`src/rtl/uart_ahb_pkg.sv`:
```
// Shared definitions for the UART command bridge to AHB-Lite.
// Holds the command opcodes, response codes, AHB encodings and the state
// enums used by the frame FSM and the bus sequencer.
package uart_ahb_pkg;

    localparam logic [7:0] OP_WRITE      = 8'h57;
    localparam logic [7:0] OP_READ       = 8'h52;

    localparam logic [7:0] RSP_BAD_OP    = 8'h3F;
    localparam logic [7:0] RSP_UNALIGNED = 8'hE1;
    localparam logic [7:0] RSP_BUS_ERR   = 8'hE0;
    localparam logic [7:0] RSP_WR_OK     = 8'h4B;

    localparam logic [1:0] HTRANS_IDLE   = 2'b00;
    localparam logic [1:0] HTRANS_NONSEQ = 2'b10;
    localparam logic [2:0] HSIZE_WORD    = 3'b010;
    localparam logic [2:0] HBURST_SINGLE = 3'b000;
    localparam logic [3:0] HPROT_DATA    = 4'b0011;

    typedef enum logic [2:0] {
        ST_IDLE     = 3'd0,
        ST_CMD_ADDR = 3'd1,
        ST_CMD_DATA = 3'd2,
        ST_AHB_ADDR = 3'd3,
        ST_AHB_DATA = 3'd4,
        ST_RESP     = 3'd5
    } frame_state_e;

    typedef enum logic [1:0] {
        PH_IDLE = 2'd0,
        PH_ADDR = 2'd1,
        PH_DATA = 2'd2
    } ahb_phase_e;

    // Word transfers need the two low address bits clear.
    function automatic logic word_aligned(input logic [1:0] addr_low);
        return (addr_low == 2'b00);
    endfunction

endpackage

```
`src/rtl/ahb_master_if.sv`:
```
// Single-transfer AHB-Lite master sequencer.
// Ports: HCLK/HRESET; start + start_addr/start_write/start_wdata launch one
// transfer; done pulses (combinationally) on the completing data-phase cycle
// with error = HRESP and rdata = HRDATA; HADDR/HTRANS/HWRITE/HWDATA are
// registered, HSIZE/HBURST/HPROT are constant.
module ahb_master_if
    import uart_ahb_pkg::*;
(
    input  logic        HCLK,
    input  logic        HRESET,
    input  logic        start,
    input  logic [31:0] start_addr,
    input  logic        start_write,
    input  logic [31:0] start_wdata,
    output logic        done,
    output logic        error,
    output logic [31:0] rdata,
    output logic [31:0] HADDR,
    output logic [1:0]  HTRANS,
    output logic        HWRITE,
    output logic [2:0]  HSIZE,
    output logic [2:0]  HBURST,
    output logic [3:0]  HPROT,
    output logic [31:0] HWDATA,
    input  logic [31:0] HRDATA,
    input  logic        HREADY,
    input  logic        HRESP
);

    ahb_phase_e  phase_r;
    ahb_phase_e  phase_next_s;
    logic [31:0] haddr_r;
    logic [31:0] hwdata_r;
    logic        hwrite_r;
    logic [1:0]  htrans_r;

    // Phase register.
    always_ff @(posedge HCLK) begin
        if (HRESET) begin
            phase_r <= PH_IDLE;
        end else begin
            phase_r <= phase_next_s;
        end
    end

    // Next phase: address phase holds while HREADY is low, data phase waits for HREADY.
    always_comb begin
        phase_next_s = phase_r;
        case (phase_r)
            PH_IDLE: begin
                if (start) phase_next_s = PH_ADDR;
                else       phase_next_s = PH_IDLE;
            end
            PH_ADDR: begin
                if (HREADY) phase_next_s = PH_DATA;
                else        phase_next_s = PH_ADDR;
            end
            PH_DATA: begin
                if (HREADY) phase_next_s = PH_IDLE;
                else        phase_next_s = PH_DATA;
            end
            default: phase_next_s = PH_IDLE;
        endcase
    end

    // Bus output registers: latched on start, HTRANS drops to IDLE once the address is taken.
    always_ff @(posedge HCLK) begin
        if (HRESET) begin
            haddr_r  <= 32'h0000_0000;
            hwdata_r <= 32'h0000_0000;
            hwrite_r <= 1'b0;
            htrans_r <= HTRANS_IDLE;
        end else if ((phase_r == PH_IDLE) && start) begin
            haddr_r  <= start_addr;
            hwdata_r <= start_wdata;
            hwrite_r <= start_write;
            htrans_r <= HTRANS_NONSEQ;
        end else if ((phase_r == PH_ADDR) && HREADY) begin
            htrans_r <= HTRANS_IDLE;
        end
    end

    assign done   = (phase_r == PH_DATA) && HREADY;
    assign error  = done && HRESP;
    assign rdata  = HRDATA;

    assign HADDR  = haddr_r;
    assign HTRANS = htrans_r;
    assign HWRITE = hwrite_r;
    assign HWDATA = hwdata_r;
    assign HSIZE  = HSIZE_WORD;
    assign HBURST = HBURST_SINGLE;
    assign HPROT  = HPROT_DATA;

endmodule

```
`src/rtl/uart_ahb_master.sv`:
```
// UART byte-stream command decoder driving one AHB-Lite transfer per frame.
// Ports: HCLK/HRESET; rx_data/rx_valid/rx_ready command byte input;
// tx_data/tx_valid/tx_ready response byte output; AHB-Lite master signals
// HADDR..HRESP; busy is high whenever the frame FSM is not IDLE.
// Frames: 0x57 A3 A2 A1 A0 D3 D2 D1 D0 (write), 0x52 A3 A2 A1 A0 (read).
module uart_ahb_master
    import uart_ahb_pkg::*;
#(
    parameter int TIMEOUT_CYCLES = 1000000
) (
    input  logic        HCLK,
    input  logic        HRESET,
    input  logic [7:0]  rx_data,
    input  logic        rx_valid,
    output logic        rx_ready,
    output logic [7:0]  tx_data,
    output logic        tx_valid,
    input  logic        tx_ready,
    output logic [31:0] HADDR,
    output logic [1:0]  HTRANS,
    output logic        HWRITE,
    output logic [2:0]  HSIZE,
    output logic [2:0]  HBURST,
    output logic [3:0]  HPROT,
    output logic [31:0] HWDATA,
    input  logic [31:0] HRDATA,
    input  logic        HREADY,
    input  logic        HRESP,
    output logic        busy
);

    localparam int TO_W = $clog2(TIMEOUT_CYCLES + 1);

    frame_state_e    state_r;
    frame_state_e    state_next_s;
    logic            write_r;
    logic [31:0]     addr_r;
    logic [31:0]     data_r;
    logic [1:0]      byte_cnt_r;
    logic [TO_W-1:0] to_cnt_r;
    logic [7:0]      tx_data_r;
    logic [23:0]     rsp_rest_r;
    logic [1:0]      rsp_left_r;
    logic            tx_valid_r;
    logic            rx_ready_r;
    logic            busy_r;

    logic            rx_accept_s;
    logic            tx_take_s;
    logic            last_byte_s;
    logic            timeout_s;
    logic            in_cmd_s;
    logic [31:0]     addr_next_s;
    logic [31:0]     data_next_s;
    logic [31:0]     start_addr_s;
    logic            start_s;
    logic            rsp_load_s;
    logic [31:0]     rsp_word_s;
    logic [1:0]      rsp_cnt_s;
    logic            bus_done_s;
    logic            bus_err_s;
    logic [31:0]     bus_rdata_s;

    // rx_ready_r is registered from the next state, so it always matches state_r.
    assign rx_accept_s  = rx_valid && rx_ready_r;
    assign tx_take_s    = tx_valid_r && tx_ready;
    assign last_byte_s  = (byte_cnt_r == 2'd3);
    assign in_cmd_s     = (state_r == ST_CMD_ADDR) || (state_r == ST_CMD_DATA);
    assign timeout_s    = in_cmd_s && (to_cnt_r == TO_W'(TIMEOUT_CYCLES - 1));
    // Shift-in values including the byte being accepted this cycle, so the
    // transfer can launch on the same edge that takes the last frame byte.
    assign addr_next_s  = {addr_r[23:0], rx_data};
    assign data_next_s  = {data_r[23:0], rx_data};
    assign start_addr_s = write_r ? addr_r : addr_next_s;

    // Frame state register.
    always_ff @(posedge HCLK) begin
        if (HRESET) begin
            state_r <= ST_IDLE;
        end else begin
            state_r <= state_next_s;
        end
    end

    // Frame FSM next state, bus launch and response selection.
    always_comb begin
        state_next_s = state_r;
        start_s      = 1'b0;
        rsp_load_s   = 1'b0;
        rsp_word_s   = 32'h0000_0000;
        rsp_cnt_s    = 2'd0;
        case (state_r)
            ST_IDLE: begin
                if (rx_accept_s) begin
                    if ((rx_data == OP_WRITE) || (rx_data == OP_READ)) begin
                        state_next_s = ST_CMD_ADDR;
                    end else begin
                        state_next_s = ST_RESP;
                        rsp_load_s   = 1'b1;
                        rsp_word_s   = {RSP_BAD_OP, 24'h00_0000};
                    end
                end else begin
                    state_next_s = ST_IDLE;
                end
            end
            ST_CMD_ADDR, ST_CMD_DATA: begin
                if (rx_accept_s) begin
                    if (!last_byte_s) begin
                        state_next_s = state_r;
                    end else if ((state_r == ST_CMD_ADDR) && write_r) begin
                        state_next_s = ST_CMD_DATA;
                    end else if (word_aligned(start_addr_s[1:0])) begin
                        state_next_s = ST_AHB_ADDR;
                        start_s      = 1'b1;
                    end else begin
                        state_next_s = ST_RESP;
                        rsp_load_s   = 1'b1;
                        rsp_word_s   = {RSP_UNALIGNED, 24'h00_0000};
                    end
                end else if (timeout_s) begin
                    state_next_s = ST_IDLE;
                end else begin
                    state_next_s = state_r;
                end
            end
            ST_AHB_ADDR: begin
                if (HREADY) state_next_s = ST_AHB_DATA;
                else        state_next_s = ST_AHB_ADDR;
            end
            ST_AHB_DATA: begin
                if (bus_done_s) begin
                    state_next_s = ST_RESP;
                    rsp_load_s   = 1'b1;
                    if (bus_err_s) begin
                        rsp_word_s = {RSP_BUS_ERR, 24'h00_0000};
                    end else if (write_r) begin
                        rsp_word_s = {RSP_WR_OK, 24'h00_0000};
                    end else begin
                        rsp_word_s = bus_rdata_s;
                        rsp_cnt_s  = 2'd3;
                    end
                end else begin
                    state_next_s = ST_AHB_DATA;
                end
            end
            ST_RESP: begin
                if (tx_take_s && (rsp_left_r == 2'd0)) state_next_s = ST_IDLE;
                else                                   state_next_s = ST_RESP;
            end
            default: state_next_s = ST_IDLE;
        endcase
    end

    // Frame datapath: shift registers, timeout counter, response buffer and status outputs.
    always_ff @(posedge HCLK) begin
        if (HRESET) begin
            write_r    <= 1'b0;
            addr_r     <= 32'h0000_0000;
            data_r     <= 32'h0000_0000;
            byte_cnt_r <= 2'd0;
            to_cnt_r   <= '0;
            tx_data_r  <= 8'h00;
            rsp_rest_r <= 24'h00_0000;
            rsp_left_r <= 2'd0;
            tx_valid_r <= 1'b0;
            rx_ready_r <= 1'b1;
            busy_r     <= 1'b0;
        end else begin
            busy_r     <= (state_next_s != ST_IDLE);
            rx_ready_r <= (state_next_s == ST_IDLE) || (state_next_s == ST_CMD_ADDR) ||
                          (state_next_s == ST_CMD_DATA);

            if (rx_accept_s && (state_r == ST_IDLE)) begin
                write_r    <= (rx_data == OP_WRITE);
                byte_cnt_r <= 2'd0;
            end else if (rx_accept_s) begin
                byte_cnt_r <= byte_cnt_r + 2'd1;
                if (state_r == ST_CMD_ADDR) addr_r <= addr_next_s;
                else                        data_r <= data_next_s;
            end

            if (rx_accept_s || !in_cmd_s) to_cnt_r <= '0;
            else                          to_cnt_r <= to_cnt_r + TO_W'(1);

            if (rsp_load_s) begin
                tx_data_r  <= rsp_word_s[31:24];
                rsp_rest_r <= rsp_word_s[23:0];
                rsp_left_r <= rsp_cnt_s;
                tx_valid_r <= 1'b1;
            end else if (tx_take_s) begin
                if (rsp_left_r == 2'd0) begin
                    tx_valid_r <= 1'b0;
                end else begin
                    tx_data_r  <= rsp_rest_r[23:16];
                    rsp_rest_r <= {rsp_rest_r[15:0], 8'h00};
                    rsp_left_r <= rsp_left_r - 2'd1;
                end
            end
        end
    end

    ahb_master_if u_bus (
        .HCLK        (HCLK),
        .HRESET      (HRESET),
        .start       (start_s),
        .start_addr  (start_addr_s),
        .start_write (write_r),
        .start_wdata (data_next_s),
        .done        (bus_done_s),
        .error       (bus_err_s),
        .rdata       (bus_rdata_s),
        .HADDR       (HADDR),
        .HTRANS      (HTRANS),
        .HWRITE      (HWRITE),
        .HSIZE       (HSIZE),
        .HBURST      (HBURST),
        .HPROT       (HPROT),
        .HWDATA      (HWDATA),
        .HRDATA      (HRDATA),
        .HREADY      (HREADY),
        .HRESP       (HRESP)
    );

    assign rx_ready = rx_ready_r;
    assign tx_data  = tx_data_r;
    assign tx_valid = tx_valid_r;
    assign busy     = busy_r;

endmodule

```
`config.mk`:
```
export PLATFORM = sky130hd
export DESIGN_NAME = uart_ahb_master
export DESIGN_NICKNAME = d
export VERILOG_FILES = /design/src/rtl/uart_ahb_pkg.sv /design/src/rtl/ahb_master_if.sv /design/src/rtl/uart_ahb_master.sv
export SDC_FILE = /design/constraint.sdc
export NUM_CORES = 1
export LEC_CHECK = 0
export BUFFER_PORTS_ARGS = -buffer_cell sky130_fd_sc_hd__buf_2
export CAP_MARGIN = 5
export CORE_ASPECT_RATIO = 1.25
export CORE_MARGIN = 2
export CORE_UTILIZATION = 25
export CTS_CLUSTER_DIAMETER = 30
export DETAILED_ROUTE_END_ITERATION = 6
export SETUP_SLACK_MARGIN = 0.4
export SLEW_MARGIN = 20
export SYNTH_ARGS = -nofsm -noshare
export SYNTH_HDL_FRONTEND = slang
export SYNTH_SLANG_ARGS = --single-unit
```
`constraint.sdc`:
```
create_clock -name HCLK -period 5.4 [get_ports HCLK]
set_clock_uncertainty 0.1 [all_clocks]
set_input_delay 0.27 -clock HCLK [delete_from_list [all_inputs] [get_ports HCLK]]
set_output_delay 0.27 -clock HCLK [all_outputs]
set_load 0.005 [all_outputs]
```
==> summary.txt <==
Run status
  – Status: finished, final reports clean

Clock tree
  – Clock Sinks: 187
  – Clock Tree Root: clkbuf_16
  – Num CTS Buffers: 17
  – Post-CTS sizing: 0
  – CTS clk-pin slew, worst paths: 0.07 ns
  – H-tree Lvls: 4
  – TritonCTS clock tree: yes
  – Skew-Pair Late Insertion Delay: 0.44 ns
  – CTS Buffer Depth: 2

Synthesis
  – Cell count after synthesis: 881
  – FF+latch count, synth: 187
  – Syn_area_per_cell: 8.76 µm²
  – Synth area leaders: dfxtp_1 49%, mux2i_1 8.3%, a21oi_1 6.2%
  – Synth Warn #: 0
  – Register area share after synthesis: between 40% and 50%
  – Synth top area share: 48.5%
  – Synthesized area: about 7700 µm²
  – Count of flip-flops with a built-in enable after synthesis: 0
  – Predominant post-synthesis flop cell: dfxtp_1
  – Ys async rst share: 0%
  – Synth cell types: 58
  – Area leader, netlist: dfxtp_1

Worst setup path
  – Critical Path Sink Type: flop
  – FF-to-FF path depth: 6
  – Reg-to-reg endpoint: tx_data[3]$_SDFFE_PP0P_
  – Kind of critical path: flop to flop
  – Crit-path cells: buf_4 > and4bb_1 > nor2_2 > a32oi_4 > and3_1 > a221oi_1
  – Worst EP arrival: between 3 and 4 ns
  – Internal reg-to-reg setup slack: 2.01 ns
  – Slowest stage cell, crit path: and3_1
  – CP startpoint kind: flop
  – Crit-path max FO: 42
  – Critical path required time: 5.56 ns
  – Worst R2R Start: write_r$_SDFFE_PP0P_
  – Largest stage delay, worst path: roughly 0.92 ns

Place
  – DP Cell Count: 1344
  – Setup WS pre-CTS: 2.00 ns
  – RePlAce Congestion: 0.804
  – Placed Area: 8550 µm²
  – Detail Placement HPWL: 13500 µm
  – I/O Buffers: 122

Global routing
  – Gr ovfl total: 0
  – Vias in the first global route: 5989
  – Largest net degree at the start of global routing: 82
  – Total track usage: 12.3%
  – Initial antenna violation count: 1
  – First-pass GRT wire length: 31900 µm

Pwr
  – Comb pwr share: under 10%
  – Pleak: 0.00335 µW
  – Switching pwr: 809 µW
  – Switching share of power: 26.8%
  – Final total power: between 3000 and 4000 µW
  – VDD IR-drop max: 0.236 mV
  – Internal cell power: approximately 2200 µW
  – Flop pwr share: 48.4%
  – Power Density: 323 nW/µm²
  – Clk pwr share: 42.7%

Floorplanning
  – Starting Density: 25.6%
  – # IOs: 134
  – Die Y: 200 µm
  – Core Area: 30200 µm²
  – Die width: 161 µm
  – Die Area: 32300 µm²
  – Rows: a little over 70

Timing
  – Worst relative slew slack: approximately 36%
  – Final Hold Viols: 0
  – Min Clock Period, post-route: 3.39 ns
  – Final Cycle Share: 62.8%
  – RSZ-0062 raised after global routing: no
  – Setup TNS: 0 ns
  – Final WS setup: 2.01 ns
  – Slew Viols, Final: 0
  – F_max: 295 MHz
  – Worst-margin pin slew: 0.954 ns
  – Setup violators final: 0

Cells and area
  – Nets: 1027
  – Fin area: 9330 µm²
  – Filler cells: roughly 3200
  – Layout cells sized above 1: 18.1%
  – Area grow syn2layout: 20.9%
  – Finished Layout Cells: 1393

Worst hold path
  – Hold path depth: 3
  – Hold path start: HRDATA[14]
  – WHS Endpoint: rsp_rest_r[14]$_SDFFE_PP0P_
  – Worst Hold Class: input port to flop

Detailed routing
  – Vias: 6362
  – Residual DRC count: 0
  – Vias/cell: ~4.6
  – Pre-Repair DR Iteration Count: 5
  – Remaining antenna violation count: 0
  – Detailed Route WL: roughly 20000 µm
  – Post-DR wirelength/cell: 14.3 µm
  – Detailed Route Iter0 Violations: 432

Flow run
  – Max-Cap Viols: 0
[cell usage in the layout, fill, tap and decap left out, types with 9 or more instances in the layout]
| master | n |
|---|---|
| clkbuf_16 | 17 |
| nor2_1 | 112 |
| xnor2_1 | 14 |
| mux2i_1 | 64 |
| a32oi_1 | 16 |
| nor3_1 | 9 |
| nand2_1 | 125 |
| dlygate4sd3_1 | 15 |
| nand3_1 | 12 |
| inv_1 | 31 |
| a211oi_1 | 33 |
| buf_2 | 121 |
| a21oi_1 | 95 |
| conb_1 | 11 |
| dfxtp_1 | 186 |
[power groups by stage]
stage	clock [µW]	sequential (µW)	combinational (µW)
after floorplan	0	1480	188
after global placement	0	1490	255
after detailed placement	0	1490	257
after CTS	1320	1460	266
after global routing	1370	1470	299
final	1290	1460	267
[metal layers]
layer / global-route usage, % / up-vias / part of all wire, %
li1: - / 3212 / -
met1: 15.1 / 2972 / 45
met2: 20.9 / 152 / 49
met3: 2.81 / 26 / 3.9
met4: 4.82 / 0 / 2.3
met5: 0 / - / 0
[worst max path at each step]
stage	endpoint	from	slack (ns)	cells past startpoint
2_1_floorplan	u_bus.HWDATA[14]$_SDFFE_PP0P_	state_r[0]$_SDFF_PP0_	3.47	9
3_3_place_gp	tx_data[0]$_SDFFE_PP0P_	write_r$_SDFFE_PP0P_	2.05	6
3_5_place_dp	tx_data[2]$_SDFFE_PP0P_	write_r$_SDFFE_PP0P_	2.00	6
4_1_cts	tx_data[3]$_SDFFE_PP0P_	write_r$_SDFFE_PP0P_	1.99	6
5_1_grt	tx_data[3]$_SDFFE_PP0P_	write_r$_SDFFE_PP0P_	1.72	6
6_report	tx_data[3]$_SDFFE_PP0P_	write_r$_SDFFE_PP0P_	2.01	6
[kinds of logic (layout without fill, tap and decap cells)]
family	count (synthesis)	count (layout)	share of synthesized area (%)
AO/OA/AOI/OAI	186	186	15.7
buffers and inverters	108	209	6.40
flip-flops	187	187	48.5
multiplexers	65	65	8.45
AND/OR/NAND/NOR	312	312	18.3
XOR/XNOR	18	18	2.04
other	2	12	0.0973
adder cells (fa/ha/maj)	3	3	0.486
[area by class of cell]
class,count,area (µm²),share of cell area [%]
Sequential cell,187,3740,40.1
Multi-Input combinational cell,595,3520,37.8
Timing Repair Buffer,145,831,8.90
Tap cell,401,502,5.38
Clock buffer,18,439,4.71
Clock inverter,14,169,1.81
Inverter,32,120,1.29
Antenna cell,1,2.50,0.0268
[synth_stat cells, types with 4 or more instances]
library cell,n
a211oi_1,33
a21oi_1,95
a221oi_1,6
a22o_1,8
a31oi_1,5
a32oi_1,16
and2_1,6
and3_1,7
buf_2,14
buf_4,13
clkbuf_1,46
dfxtp_1,187
inv_1,31
mux2i_1,64
nand2_1,126
nand3_1,12
nand4_1,4
nor2_1,112
nor3_1,10
o211ai_1,5
o21ai_0,4
or3_1,6
xnor2_1,14
xor2_1,4
[repair_timing]
| action | 4_1_cts | 5_1_grt |
|---|---|---|
| hold buffers | 15 | 0 |
| setup buffers | 0 | 0 |
| endpoints found under the hold margin | 15 | 0 |
[sequential cells by signal (all words and copies together) (netlist names)]
signal and flops:
rsp_left_r 2, rx_ready 1, data_r 24, u_bus.HTRANS 1, addr_r 32, byte_cnt_r 2, busy 1, u_bus.HADDR 32
tx_data 8, u_bus.HWDATA 32, rsp_rest_r 24, write_r 1, to_cnt_r 20, state_r 3, u_bus.HWRITE 1, tx_valid 1
u_bus.phase_r 2
[worst max-delay path, delay by kind of cell (launching register included)]
kind / cells / cell delay (ns)
flops: 1 / 0.31
simple gates: 3 / 1.32
compound gates: 2 / 0.95
buf+inv: 1 / 0.51
[metrics by stage]
stage	hold WS, ns	util (%)
after CTS	0.00686	30.8
after global routing	0.0233	30.9
after floorplan	0.303	-
after global placement	0.326	28.3
final	0.0186	30.9
after detailed placement	0.331	28.3
Power figures use the tool's default switching activity.
